### src/rtl/mseq_ctrl_pkg.sv
// Shared definitions for the micro-engine instruction sequencer:
// class codes, FSM state encoding and default widths.
package mseq_ctrl_pkg;

    localparam int DEF_INSTR_WIDTH = 32;
    localparam int DEF_ADDR_WIDTH  = 6;
    localparam int DEF_TMO_WIDTH   = 8;
    localparam int DEF_CNT_WIDTH   = 16;

    localparam logic [1:0] CLS_BR  = 2'b00;
    localparam logic [1:0] CLS_ALU = 2'b01;
    localparam logic [1:0] CLS_MEM = 2'b10;
    localparam logic [1:0] CLS_ILL = 2'b11;

    // state       | meaning
    // ST_IDLE     | out of reset, waiting for start
    // ST_FETCH    | imem_req held until imem_ack
    // ST_DECODE   | one cycle: resolve branch or dispatch to a unit
    // ST_WAIT_ALU | waiting for alu_done, watchdog running
    // ST_WAIT_MEM | waiting for mem_done, watchdog running
    // ST_HALT     | stopped on illegal/timeout, start restarts at PC 0
    typedef enum logic [2:0] {
        ST_IDLE,
        ST_FETCH,
        ST_DECODE,
        ST_WAIT_ALU,
        ST_WAIT_MEM,
        ST_HALT
    } state_e;

endpackage

### src/rtl/mseq_ctrl_if.sv
// Instruction-memory fetch and ALU/memory dispatch handshakes of the sequencer.
interface mseq_ctrl_if
    import mseq_ctrl_pkg::*;
#(
    parameter int IW = DEF_INSTR_WIDTH,
    parameter int AW = DEF_ADDR_WIDTH
) ();

    logic          imem_req;
    logic [AW-1:0] imem_addr;
    logic          imem_ack;
    logic [IW-1:0] imem_data;
    logic          alu_start;
    logic          alu_done;
    logic          mem_start;
    logic          mem_done;

    modport master (
        output imem_req, imem_addr, alu_start, mem_start,
        input  imem_ack, imem_data, alu_done, mem_done
    );

    modport slave (
        input  imem_req, imem_addr, alu_start, mem_start,
        output imem_ack, imem_data, alu_done, mem_done
    );

endinterface

### src/rtl/mseq_ctrl_classify.sv
// Combinational instruction classifier: decodes the class field and
// extracts the branch target.
module mseq_classify
    import mseq_ctrl_pkg::*;
#(
    parameter int INSTR_WIDTH = DEF_INSTR_WIDTH,
    parameter int ADDR_WIDTH  = DEF_ADDR_WIDTH
) (
    input  logic [INSTR_WIDTH-1:0] ir_i,
    output logic                   is_br_o,
    output logic                   is_alu_o,
    output logic                   is_mem_o,
    output logic                   is_ill_o,
    output logic [ADDR_WIDTH-1:0]  br_target_o
);

    logic [1:0] cls;
    logic       unused_bits;

    assign cls         = ir_i[INSTR_WIDTH-1 -: 2];
    assign is_br_o     = (cls == CLS_BR);
    assign is_alu_o    = (cls == CLS_ALU);
    assign is_mem_o    = (cls == CLS_MEM);
    assign is_ill_o    = (cls == CLS_ILL);
    assign br_target_o = ir_i[ADDR_WIDTH-1:0];

    // Operand bits belong to the execution units, not the sequencer.
    assign unused_bits = ^ir_i[INSTR_WIDTH-3:ADDR_WIDTH];

endmodule

### src/rtl/mseq_ctrl.sv
// Instruction sequencer: owns the PC, fetches over imem req/ack, resolves
// branches locally and dispatches ALU/memory work with a watchdog.
module mseq_ctrl
    import mseq_ctrl_pkg::*;
#(
    parameter int INSTR_WIDTH = DEF_INSTR_WIDTH,
    parameter int ADDR_WIDTH  = DEF_ADDR_WIDTH,
    parameter int TMO_WIDTH   = DEF_TMO_WIDTH,
    parameter int CNT_WIDTH   = DEF_CNT_WIDTH
) (
    input  logic                   clk,
    input  logic                   rst_n,
    input  logic                   start_i,
    mseq_ctrl_if.master            bus,
    output logic [INSTR_WIDTH-1:0] instr_o,
    output logic                   busy_o,
    output logic                   halted_o,
    output logic                   illegal_o,
    output logic                   timeout_o,
    output logic [CNT_WIDTH-1:0]   icount_o
);

    // Watchdog fires on the cycle the counter would reach all-ones.
    localparam logic [TMO_WIDTH-1:0] TMO_LAST = {{(TMO_WIDTH-1){1'b1}}, 1'b0};

    state_e                 state_q, state_d;
    logic [ADDR_WIDTH-1:0]  pc_q, pc_d;
    logic [INSTR_WIDTH-1:0] ir_q, ir_d;
    logic [CNT_WIDTH-1:0]   icount_q, icount_d, icount_inc;
    logic [TMO_WIDTH-1:0]   tmo_q, tmo_d;
    logic                   illegal_q, illegal_d;
    logic                   timeout_q, timeout_d;

    logic                   imem_req, alu_start, mem_start, wait_done;
    logic                   is_br, is_alu, is_mem, is_ill;
    logic [ADDR_WIDTH-1:0]  br_target;

    mseq_classify #(
        .INSTR_WIDTH (INSTR_WIDTH),
        .ADDR_WIDTH  (ADDR_WIDTH)
    ) u_classify (
        .ir_i        (ir_q),
        .is_br_o     (is_br),
        .is_alu_o    (is_alu),
        .is_mem_o    (is_mem),
        .is_ill_o    (is_ill),
        .br_target_o (br_target)
    );

    assign icount_inc = (&icount_q) ? icount_q : icount_q + 1'b1;
    assign wait_done  = (state_q == ST_WAIT_ALU) ? bus.alu_done : bus.mem_done;

    always_ff @(posedge clk or negedge rst_n) begin
        if (!rst_n) begin
            state_q   <= ST_IDLE;
            pc_q      <= '0;
            ir_q      <= '0;
            icount_q  <= '0;
            tmo_q     <= '0;
            illegal_q <= 1'b0;
            timeout_q <= 1'b0;
        end else begin
            state_q   <= state_d;
            pc_q      <= pc_d;
            ir_q      <= ir_d;
            icount_q  <= icount_d;
            tmo_q     <= tmo_d;
            illegal_q <= illegal_d;
            timeout_q <= timeout_d;
        end
    end

    always_comb begin
        state_d   = state_q;
        pc_d      = pc_q;
        ir_d      = ir_q;
        icount_d  = icount_q;
        tmo_d     = tmo_q;
        illegal_d = illegal_q;
        timeout_d = timeout_q;
        imem_req  = 1'b0;
        alu_start = 1'b0;
        mem_start = 1'b0;

        unique case (state_q)
            ST_IDLE: begin
                if (start_i) begin
                    pc_d    = '0;
                    state_d = ST_FETCH;
                end
            end
            ST_FETCH: begin
                imem_req = 1'b1;
                if (bus.imem_ack) begin
                    ir_d    = bus.imem_data;
                    state_d = ST_DECODE;
                end
            end
            ST_DECODE: begin
                if (is_br) begin
                    pc_d     = br_target;
                    icount_d = icount_inc;
                    state_d  = ST_FETCH;
                end else if (is_alu) begin
                    alu_start = 1'b1;
                    tmo_d     = '0;
                    state_d   = ST_WAIT_ALU;
                end else if (is_mem) begin
                    mem_start = 1'b1;
                    tmo_d     = '0;
                    state_d   = ST_WAIT_MEM;
                end else if (is_ill) begin
                    illegal_d = 1'b1;
                    state_d   = ST_HALT;
                end
            end
            ST_WAIT_ALU, ST_WAIT_MEM: begin
                if (wait_done) begin
                    pc_d     = pc_q + 1'b1;
                    icount_d = icount_inc;
                    state_d  = ST_FETCH;
                end else begin
                    tmo_d = tmo_q + 1'b1;
                    if (tmo_q == TMO_LAST) begin
                        timeout_d = 1'b1;
                        state_d   = ST_HALT;
                    end
                end
            end
            ST_HALT: begin
                if (start_i) begin
                    illegal_d = 1'b0;
                    timeout_d = 1'b0;
                    pc_d      = '0;
                    icount_d  = '0;
                    state_d   = ST_FETCH;
                end
            end
            default: state_d = ST_IDLE;
        endcase
    end

    assign bus.imem_req  = imem_req;
    assign bus.imem_addr = pc_q;
    assign bus.alu_start = alu_start;
    assign bus.mem_start = mem_start;

    assign instr_o   = ir_q;
    assign busy_o    = (state_q != ST_IDLE) && (state_q != ST_HALT);
    assign halted_o  = (state_q == ST_HALT);
    assign illegal_o = illegal_q;
    assign timeout_o = timeout_q;
    assign icount_o  = icount_q;

endmodule

### src/flat_wrapper.sv
// flat-port wrapper written by rule: the top's interface ports become plain ports
module mseq_ctrl_flat import mseq_ctrl_pkg::*;
#(
    parameter int INSTR_WIDTH = DEF_INSTR_WIDTH,
    parameter int ADDR_WIDTH  = DEF_ADDR_WIDTH,
    parameter int TMO_WIDTH   = DEF_TMO_WIDTH,
    parameter int CNT_WIDTH   = DEF_CNT_WIDTH
)
  (clk, rst_n, start_i, instr_o, busy_o, halted_o, illegal_o, timeout_o, icount_o, bus_imem_req, bus_imem_addr, bus_alu_start, bus_mem_start, bus_imem_ack, bus_imem_data, bus_alu_done, bus_mem_done);
  mseq_ctrl_if bus_i ();
  input  logic clk;
  input  logic rst_n;
  input  logic start_i;
  output logic [INSTR_WIDTH-1:0] instr_o;
  output logic busy_o;
  output logic halted_o;
  output logic illegal_o;
  output logic timeout_o;
  output logic [CNT_WIDTH-1:0] icount_o;
  output wire logic [$bits(bus_i.imem_req)-1:0] bus_imem_req;
  output wire logic [$bits(bus_i.imem_addr)-1:0] bus_imem_addr;
  output wire logic [$bits(bus_i.alu_start)-1:0] bus_alu_start;
  output wire logic [$bits(bus_i.mem_start)-1:0] bus_mem_start;
  input wire logic [$bits(bus_i.imem_ack)-1:0] bus_imem_ack;
  input wire logic [$bits(bus_i.imem_data)-1:0] bus_imem_data;
  input wire logic [$bits(bus_i.alu_done)-1:0] bus_alu_done;
  input wire logic [$bits(bus_i.mem_done)-1:0] bus_mem_done;
  assign bus_imem_req = bus_i.imem_req;
  assign bus_imem_addr = bus_i.imem_addr;
  assign bus_alu_start = bus_i.alu_start;
  assign bus_mem_start = bus_i.mem_start;
  assign bus_i.imem_ack = bus_imem_ack;
  assign bus_i.imem_data = bus_imem_data;
  assign bus_i.alu_done = bus_alu_done;
  assign bus_i.mem_done = bus_mem_done;
  mseq_ctrl #(.INSTR_WIDTH(INSTR_WIDTH), .ADDR_WIDTH(ADDR_WIDTH), .TMO_WIDTH(TMO_WIDTH), .CNT_WIDTH(CNT_WIDTH)) u_core (.clk(clk), .rst_n(rst_n), .start_i(start_i), .bus(bus_i), .instr_o(instr_o), .busy_o(busy_o), .halted_o(halted_o), .illegal_o(illegal_o), .timeout_o(timeout_o), .icount_o(icount_o));
endmodule
### config.mk
export PLATFORM = sky130hd
export DESIGN_NAME = mseq_ctrl_flat
export DESIGN_NICKNAME = d
export VERILOG_FILES = /design/src/rtl/mseq_ctrl_pkg.sv /design/src/rtl/mseq_ctrl_if.sv /design/src/rtl/mseq_ctrl_classify.sv /design/src/rtl/mseq_ctrl.sv /design/src/flat_wrapper.sv
export SDC_FILE = /design/constraint.sdc
export NUM_CORES = 1
export LEC_CHECK = 0
export CAP_MARGIN = 20
export CORE_ASPECT_RATIO = 1.1
export CORE_MARGIN = 10
export CORE_UTILIZATION = 51
export CTS_BUF_LIST = sky130_fd_sc_hd__clkbuf_4 sky130_fd_sc_hd__clkbuf_8 sky130_fd_sc_hd__clkbuf_16
export CTS_CLUSTER_SIZE = 14
export DETAILED_ROUTE_END_ITERATION = 8
export PLACE_DENSITY = 0.92
export SKIP_LAST_GASP = 1
export SLEW_MARGIN = 10
export SYNTH_ARGS = -nofsm -noshare
export SYNTH_HDL_FRONTEND = slang
export SYNTH_HIERARCHICAL = 1
export SYNTH_SLANG_ARGS = --single-unit
### constraint.sdc
create_clock -name clk -period 5.8 [get_ports clk]
set_clock_uncertainty 0.15 [all_clocks]
set_input_delay 0.58 -clock clk [delete_from_list [all_inputs] [get_ports clk]]
set_output_delay 0.58 -clock clk [all_outputs]
set_load 0.05 [all_outputs]
==> flow_summary.ini, run 1 <==
[status]
status = finished clean

[power]
power_density_nw_per_um2 = 639
switching_share_pct = 49.6
switchingPower_mw = 1.45
power_frac_comb_pct = 57.5
peakVddDrop_mv = 0.460
p_leak_nw = 1.85
pwr-share-clk_pct = 13.4
internal_power_mw = 1.47
power_frac_seq_pct = 29.1

[synthesis]
synth_nets = 366
ys_dominant_reg_cell = dfrtp_1
yosys-top-cells-count = dfrtp_1, mux2_2, nor2_1
netlist_area_um2 = 3370
netlist_instances = 324
ys_top_cells_by_area = dfrtp_1, mux2_2, nor2_1
yosys_warnings = 6
synth_top_area_share_pct = 49.7
async_reset_ff_share_pct = 100
synth_top_area_cell = dfrtp_1
seq_area_frac_synth_pct = 49.7
avgSynthCellArea_um2 = 10.4
ys_seq_elements = 67
netlist-cell-type-count = 54
synth-edff-count = 0
synth_most_common_cell = dfrtp_1

[timing]
setup_tns_ns = 0
fin_ws_ns = 2.61
setup_viol = 0
report.final.slew_viol_count = 0
fin_crit_sh_pct = 55.0
min_period_ns = 3.19
relSlewSlack_pct = 43.9
grt_setup_unrepaired = no
tightest_slew_ns = 0.842
fmax_ghz = 0.314
hold_viol = 0

[die]
initial_utilization_pct = 51.8
fp.dieW_um = 97.6
die_h_um = 105
row_count = 31
pin_count = 99
fp.coreArea_um2 = 6520
dieArea_um2 = 10300

[cells_and_area]
area_growth_syn_to_layout_pct = 35.4
num-nets-final = 458
fillers = 469
n_antenna_cell = 0
drive_gt1_share_pct = 13.5

[route]
antenna_left = 0
wl_per_cell_um = 18.3
viasPerCell = 5.85
wl_um = 9200
drc_errors = 0
drt-pass1-iter-count = 5
drt_iter0_markers = 256
vias = 2942

[critical_path]
cpMaxStageDelayCell = clkdlybuf4s50_1
cp.required_ns = 5.07
worstSetupPathType = register to primary output
slowest_delay_ns = 0.84
critPathMaxFanout = 14
cp-end-kind = primary output
worst_path_dominant_cell_family = buffers and inverters
worstSetupStartpointType = register
path_buf_inv = 2
crit_arrival_ns = 2.46
path_cells = nand3_1, inv_2, clkdlybuf4s50_1

[place]
gp_congestion = 0.865
io_buffers = 98
post-place-ws_ns = 2.75
dpl.hpwl_um = 6710

[global_routing]
grt_pass1_vias = 3010
grt_pass1_wl_um = 14800
grt_overflow_total = 0
grt_max_degree = 68
grt.total_usage_pct = 17.1
antenna_found_initial = 0

[hold_path]
hold_path.class = input pin to asynchronous set/reset pin

[clock_tree]
cts_hold_buf = 0
cts_made_buffers = 9
clock_path_buffers = 2
h-tree-depth = 3
cts_setup_buffers = 0
cts_tree = built
clk_latency_ns = 0.33
clk_pin_slew_worst_paths_ns = 0.07
cts_num_sinks = 67
cts-root-buf = clkbuf_8
cts_resized = 0

[flow_run]
maxCapViolCount = 0
## worst reg2reg max path: stages (launching register included)
cell,delay (ns)
dfrtp_1,0.59
inv_2,0.10
nand3_1,0.32
inv_2,0.17
or3b_1,0.59
or3_1,0.47
o311ai_1,0.29
## cells by family (layout without fill, tap and decap cells)
logic type,count (synthesis),in the layout,share of synthesized area [%]
AOI/OAI and AO/OA,67,67,13.5
xor gates and xnor gates,4,4,1.04
adders and majority gates,4,4,1.48
buffers and inverters,28,125,4.04
DFF,67,67,49.7
muxes,36,36,11.9
and+or+nand+nor,118,118,18.3
## stage by stage
| stage | total power [mW] | hold slack, ns | util [%] | area, um^2 | instances |
|---|---|---|---|---|---|
| after detailed placement | 2.53 | 0.336 | 67.0 | 4370 | 487 |
| final | 2.92 | 0.274 | 70.1 | 4570 | 503 |
| after floorplan | 2.00 | 0.134 | - | 3370 | 324 |
| after global placement | 2.48 | 0.318 | 67.0 | 4370 | 487 |
| after CTS | 2.93 | 0.305 | 70.1 | 4570 | 503 |
| after global routing | 3.07 | 0.349 | 70.1 | 4570 | 503 |
## state kept, by name, indices dropped and copies added, names as in the netlist
register / cells
u_core/tmo_q: 8
u_core/bus.imem_addr: 6
u_core/instr_o: 32
u_core/icount_o: 16
u_core/illegal_o: 1
u_core/state_q: 3
u_core/timeout_o: 1
## path summary, 6_finish.rpt
path | startpoint | end | slack (ns) | cells past startpoint
setup / recovery | u_core/state_q[0]$_DFFE_PN0P_ | halted_o | 2.61 | 3
hold / removal | rst_n | u_core/tmo_q[1]$_DFFE_PN0P_ | 0.27 | 2
setup reg to reg | u_core/state_q[1]$_DFFE_PN0P_ | u_core/icount_o[11]$_DFFE_PN0P_ | 3.01 | 6
hold reg to reg | u_core/instr_o[19]$_DFFE_PN0P_ | u_core/instr_o[19]$_DFFE_PN0P_ | 0.36 | 1
max in group asynchronous | rst_n | u_core/illegal_o$_DFFE_PN0P_ | 4.67 | 2
min in group clk | u_core/instr_o[19]$_DFFE_PN0P_ | u_core/instr_o[19]$_DFFE_PN0P_ | 0.36 | 1
## cells in the final DEF (no fill, tap or decap), types with 10 or more instances in the layout
master	netlist	routed
nor2_1	26	26
clkdlybuf4s50_1	0	97
mux2_2	33	33
nand4_1	12	12
a21oi_1	15	15
clkbuf_8	0	10
o21ai_0	13	13
nand2_1	24	24
nand3_1	19	19
dfrtp_1	67	67
## cell type report
class | instances | area [um^2] | area share, %
well taps | 82 | 103 | 2.25
flip-flops and latches | 67 | 1680 | 36.7
clock buffers | 10 | 138 | 3.01
multi-input cells | 229 | 1560 | 34.2
clock inverters | 6 | 65.1 | 1.42
repair buffers | 100 | 991 | 21.7
inverters | 9 | 33.8 | 0.740
## power groups by stage
stage                     registers, mW  clock network [mW]  logic, mW
final                             0.850               0.391       1.68
after global routing              0.883               0.420       1.77
after CTS                         0.849               0.402       1.68
after detailed placement          0.856                   0       1.67
after global placement            0.843                   0       1.63
after floorplan                    1.37                   0      0.627
## metal layers
metal / wire length, um / track usage (%)
met3: 1160 / 9.80
met2: 4380 / 28.0
met4: 125 / 6.03
met1: 3540 / 18.1
met5: 0 / 0
(Power assumes the default switching activity.)
==> inputs of run 2 (changes only) <==
--- a/config.mk
+++ b/config.mk
@@ -8,11 +8,11 @@
 export CAP_MARGIN = 20
 export CORE_ASPECT_RATIO = 1.1
 export CORE_MARGIN = 10
-export CORE_UTILIZATION = 51
+export CORE_UTILIZATION = 48
 export CTS_BUF_LIST = sky130_fd_sc_hd__clkbuf_4 sky130_fd_sc_hd__clkbuf_8 sky130_fd_sc_hd__clkbuf_16
 export CTS_CLUSTER_SIZE = 14
 export DETAILED_ROUTE_END_ITERATION = 8
-export PLACE_DENSITY = 0.92
+export PLACE_DENSITY = 0.88
 export SKIP_LAST_GASP = 1
 export SLEW_MARGIN = 10
 export SYNTH_ARGS = -nofsm -noshare
==> constraint.sdc (replaced) <==
create_clock -name clk -period 3.3 [get_ports clk]
set_clock_uncertainty 0.15 [all_clocks]
set_input_delay 0.33 -clock clk [delete_from_list [all_inputs] [get_ports clk]]
set_output_delay 0.33 -clock clk [all_outputs]
set_load 0.05 [all_outputs]
==> flow_summary.ini, run 2 (synthesis gave the netlist of run 1 again) <==
[critical_path]
critPathMaxFanout = 13
worstSetupPathType = register to primary output
worstSetupStartpointType = register
cp-end-kind = primary output
cp.required_ns = 2.82
crit_arrival_ns = 2.44

[place]
dpl.hpwl_um = 6710
post-place-ws_ns = 0.593
io_buffers = 98
gp_congestion = 0.867

[global_routing]
antenna_found_initial = 0
grt.total_usage_pct = 16.9
grt_max_degree = 46
grt_pass1_vias = 3058
grt_pass1_wl_um = 14900
grt_overflow_total = 0

[clock_tree]
h-tree-depth = 3
clk_pin_slew_worst_paths_ns = 0.08
cts_setup_buffers = 0
clock_path_buffers = 2
cts-root-buf = clkbuf_8
clk_latency_ns = 0.34
cts_made_buffers = 9
cts_tree = built
cts_num_sinks = 67

[timing]
relSlewSlack_pct = 63.1
min_period_ns = 2.92
setup_viol = 0
tightest_slew_ns = 0.552
fmax_ghz = 0.342
fin_crit_sh_pct = 88.5
fin_ws_ns = 0.380
setup_tns_ns = 0
hold_viol = 0
report.final.slew_viol_count = 0
grt_setup_unrepaired = no

[route]
drt-pass1-iter-count = 4
antenna_left = 0
viasPerCell = 5.84
drc_errors = 0
wl_per_cell_um = 17.6
drt_iter0_markers = 213
vias = 2974
wl_um = 8960

[die]
die_h_um = 108
initial_utilization_pct = 48.7
row_count = 32
pin_count = 99
fp.dieW_um = 99.9
dieArea_um2 = 10800
fp.coreArea_um2 = 6930

[power]
p_leak_nw = 1.88
peakVddDrop_mv = 0.767
total_power_mw = 5.19
power_density_nw_per_um2 = 1120

[cells_and_area]
n_antenna_cell = 0
drive_gt1_share_pct = 13.9
area_growth_syn_to_layout_pct = 37.2
fin_util_pct = 66.9
layout_common_cells = clkdlybuf4s50_1, dfrtp_1, mux2_2, nor2_1, nand2_1
fillers = 511
largest_reg_flops = 32
num-nets-final = 461
layout_commonest_cell = clkdlybuf4s50_1

[status]
status = finished clean

[hold_path]
hold_path.class = input pin to asynchronous set/reset pin

[flow_run]
maxCapViolCount = 0
[run 2: worst paths after layout]
kind | startpoint | to | slack, ns | depth (start not counted)
worst max-delay path | u_core/state_q[1]$_DFFE_PN0P_ | halted_o | 0.38 | 4
worst min-delay path | rst_n | u_core/icount_o[3]$_DFFE_PN0P_ | 0.25 | 2
worst max register to register | u_core/state_q[1]$_DFFE_PN0P_ | u_core/icount_o[11]$_DFFE_PN0P_ | 0.58 | 6
worst min register to register | u_core/instr_o[11]$_DFFE_PN0P_ | u_core/instr_o[11]$_DFFE_PN0P_ | 0.36 | 1
max in group asynchronous | rst_n | u_core/instr_o[15]$_DFFE_PN0P_ | 2.03 | 4
min in group clk | u_core/instr_o[11]$_DFFE_PN0P_ | u_core/instr_o[11]$_DFFE_PN0P_ | 0.36 | 1
[run 2: critical path, stage by stage (launching register included)]
cell and delay, ns:
dfrtp_1 0.53, inv_2 0.14, nand3_1 0.31, inv_2 0.27, clkdlybuf4s50_1 0.84
[run 2: layout make-up]
class / count / area (um^2) / area share (%)
clock inverters: 7 / 100 / 2.16
well taps: 85 / 106 / 2.30
flip-flops and latches: 67 / 1680 / 36.2
multi-input cells: 229 / 1560 / 33.7
clock buffers: 9 / 124 / 2.67
inverters: 9 / 33.8 / 0.730
repair buffers: 103 / 1030 / 22.2
[run 2: stage by stage]
| step | hold WS, ns | instances | cell area [um^2] |
|---|---|---|---|
| after global routing | 0.267 | 509 | 4630 |
| final | 0.251 | 509 | 4630 |
| after floorplan | -0.116 | 324 | 3370 |
| after global placement | 0.315 | 491 | 4380 |
| after CTS | 0.0328 | 507 | 4600 |
| after detailed placement | 0.339 | 491 | 4380 |
[run 2: per-layer routing]
metal  up-vias  GRT usage (%)  part of all wire, %
met5         -              0                    0
met4         0           6.86                  1.3
met3        11           8.68                   13
met2       140           27.3                   48
met1      1438           18.6                   37
li1       1385              -                    -
[run 2: repair_timing]
item,CTS,global route
resized for setup,0,0
endpoints found under the hold margin,0,11
hold buffers,0,1
[run 2: report_power, final]
group          switching (mW)  internal (mW)  total (mW)  leakage (nW)
clock                   0.331          0.432       0.763         0.114
sequential              0.343           1.15        1.50         0.811
combinational            1.87           1.06        2.93         0.957
total                    2.54           2.65        5.19          1.88
==> inputs of run 3 (changes only) <==
--- a/config.mk
+++ b/config.mk
@@ -6,7 +6,7 @@
 export NUM_CORES = 1
 export LEC_CHECK = 0
 export CAP_MARGIN = 20
-export CORE_ASPECT_RATIO = 1.1
+export CORE_ASPECT_RATIO = 1.2
 export CORE_MARGIN = 10
 export CORE_UTILIZATION = 48
 export CTS_BUF_LIST = sky130_fd_sc_hd__clkbuf_4 sky130_fd_sc_hd__clkbuf_8 sky130_fd_sc_hd__clkbuf_16
==> flow_summary.ini, run 3 (synthesis gave the netlist of run 1 again) <==
[critical_path]
crit_arrival_ns = 2.49
cp.required_ns = 2.82
path_cells = nand3_1, inv_2, clkdlybuf4s50_1
worstSetupStartpointType = register
slowest_delay_ns = 0.84
cpMaxStageDelayCell = clkdlybuf4s50_1
worst_path_dominant_cell_family = buffers and inverters
path_buf_inv = 2
critPathMaxFanout = 14
cp-end-kind = primary output
worstSetupPathType = register to primary output

[timing]
relSlewSlack_pct = 37.8
grt_setup_unrepaired = no
fmax_ghz = 0.337
min_period_ns = 2.97
tightest_slew_ns = 0.933
setup_viol = 0
whs_ns = -0.0225
hold_viol = 35
fin_crit_sh_pct = 90.0
report.final.slew_viol_count = 0
setup_tns_ns = 0

[cells_and_area]
area_growth_syn_to_layout_pct = 37.0
fillers = 539
multi_input_area_um2 = 1560
n_antenna_cell = 0
num-nets-final = 459
drive_gt1_share_pct = 13.7
seqCellArea_um2 = 1680
layout_common_cells = clkdlybuf4s50_1, dfrtp_1, mux2_2, nor2_1, nand2_1
largest_reg_flops = 32
layout_commonest_cell = clkdlybuf4s50_1
fin_cells = 509

[global_routing]
grt_pass1_vias = 3062
grt_max_degree = 43
grt_pass1_wl_um = 15000
grt_overflow_total = 0
grt.total_usage_pct = 17.0
antenna_found_initial = 0

[flow_run]
maxCapViolCount = 0

[place]
placed_cells = 493
dpl.hpwl_um = 6800
gp_congestion = 0.871
io_buffers = 98

[clock_tree]
h-tree-depth = 3
cts_hold_buf = 0
cts_made_buffers = 9
cts_setup_buffers = 0
cts-root-buf = clkbuf_8
cts_tree = built
cts_resized = 0
cts_num_sinks = 67
clk_pin_slew_worst_paths_ns = 0.08
clock_path_buffers = 2
clk_latency_ns = 0.34

[power]
internal_power_mw = 2.73
switching_share_pct = 48.2
power_frac_comb_pct = 55.6
peakVddDrop_mv = 0.745
pwr-share-clk_pct = 16.0
power_density_nw_per_um2 = 1140
switchingPower_mw = 2.54
p_leak_nw = 1.88
power_frac_seq_pct = 28.4

[status]
failed_checks = hold timing
status = finished with violations

[route]
antenna_left = 0
drt_iter0_markers = 387
wl_per_cell_um = 18.0
vias = 2989
viasPerCell = 5.87
wl_um = 9150
drc_errors = 0
drt-pass1-iter-count = 5

[die]
fp.dieW_um = 96.5
row_count = 33
fp.coreArea_um2 = 6850
initial_utilization_pct = 49.2
pin_count = 99
die_h_um = 112
dieArea_um2 = 10800

[hold_path]
hold_path.class = input pin to asynchronous set/reset pin
==> run 3: per-layer routing <==
layer  vias to the layer above  GRT usage [%]  share of wire, %
met1                      1456           19.2                38
met2                       140           26.4                48
met4                         0           6.12               1.8
met3                        16           9.21                12
met5                         -              0                 0
li1                       1377              -                 -
==> run 3: final timing paths <==
| check | from | to | slack, ns | depth (start not counted) |
|---|---|---|---|---|
| worst max register to register | u_core/state_q[1]$_DFFE_PN0P_ | u_core/icount_o[11]$_DFFE_PN0P_ | 0.52 | 6 |
| min in group clk | u_core/tmo_q[7]$_DFFE_PN0P_ | u_core/tmo_q[7]$_DFFE_PN0P_ | 0.35 | 1 |
| worst min register to register | u_core/tmo_q[7]$_DFFE_PN0P_ | u_core/tmo_q[7]$_DFFE_PN0P_ | 0.35 | 1 |
| max in group asynchronous | rst_n | u_core/instr_o[6]$_DFFE_PN0P_ | 2.24 | 2 |
| worst min-delay path | rst_n | u_core/icount_o[1]$_DFFE_PN0P_ | -0.02 | 1 |
| worst max-delay path | u_core/state_q[0]$_DFFE_PN0P_ | halted_o | 0.33 | 3 |
==> run 3: stage by stage <==
step	utilization (%)	area (um^2)	worst slack, ns	total power [mW]
floorplan	-	3370	0.913	3.52
global placement	63.9	4380	0.642	4.36
detailed placement	63.9	4380	0.483	4.43
CTS	67.5	4620	0.340	5.29
global route	67.5	4620	0.169	5.57
finish	67.5	4620	0.328	5.27
==> run 3: worst register-to-register path: stages (launching register included) <==
cell and delay, ns:
dfrtp_1 0.59, inv_2 0.11, nand3_1 0.32, inv_2 0.17, or3b_1 0.58, or3_1 0.46, o311ai_1 0.29
==> run 3: power groups by stage <==
stage	clock [mW]	sequential, mW	combinational [mW]
2_1_floorplan	0	2.42	1.10
3_3_place_gp	0	1.48	2.88
3_5_place_dp	0	1.50	2.93
4_1_cts	0.855	1.49	2.94
5_1_grt	0.888	1.56	3.12
6_report	0.844	1.49	2.93
==> run 3: layout make-up <==
| cell class | count | share of cell area [%] |
|---|---|---|
| Multi-Input combinational cell | 229 | 33.8 |
| Clock buffer | 10 | 2.84 |
| Inverter | 9 | 0.731 |
| Timing Repair Buffer | 101 | 21.6 |
| Clock inverter | 6 | 2.44 |
| Tap cell | 87 | 2.35 |
| Sequential cell | 67 | 36.3 |
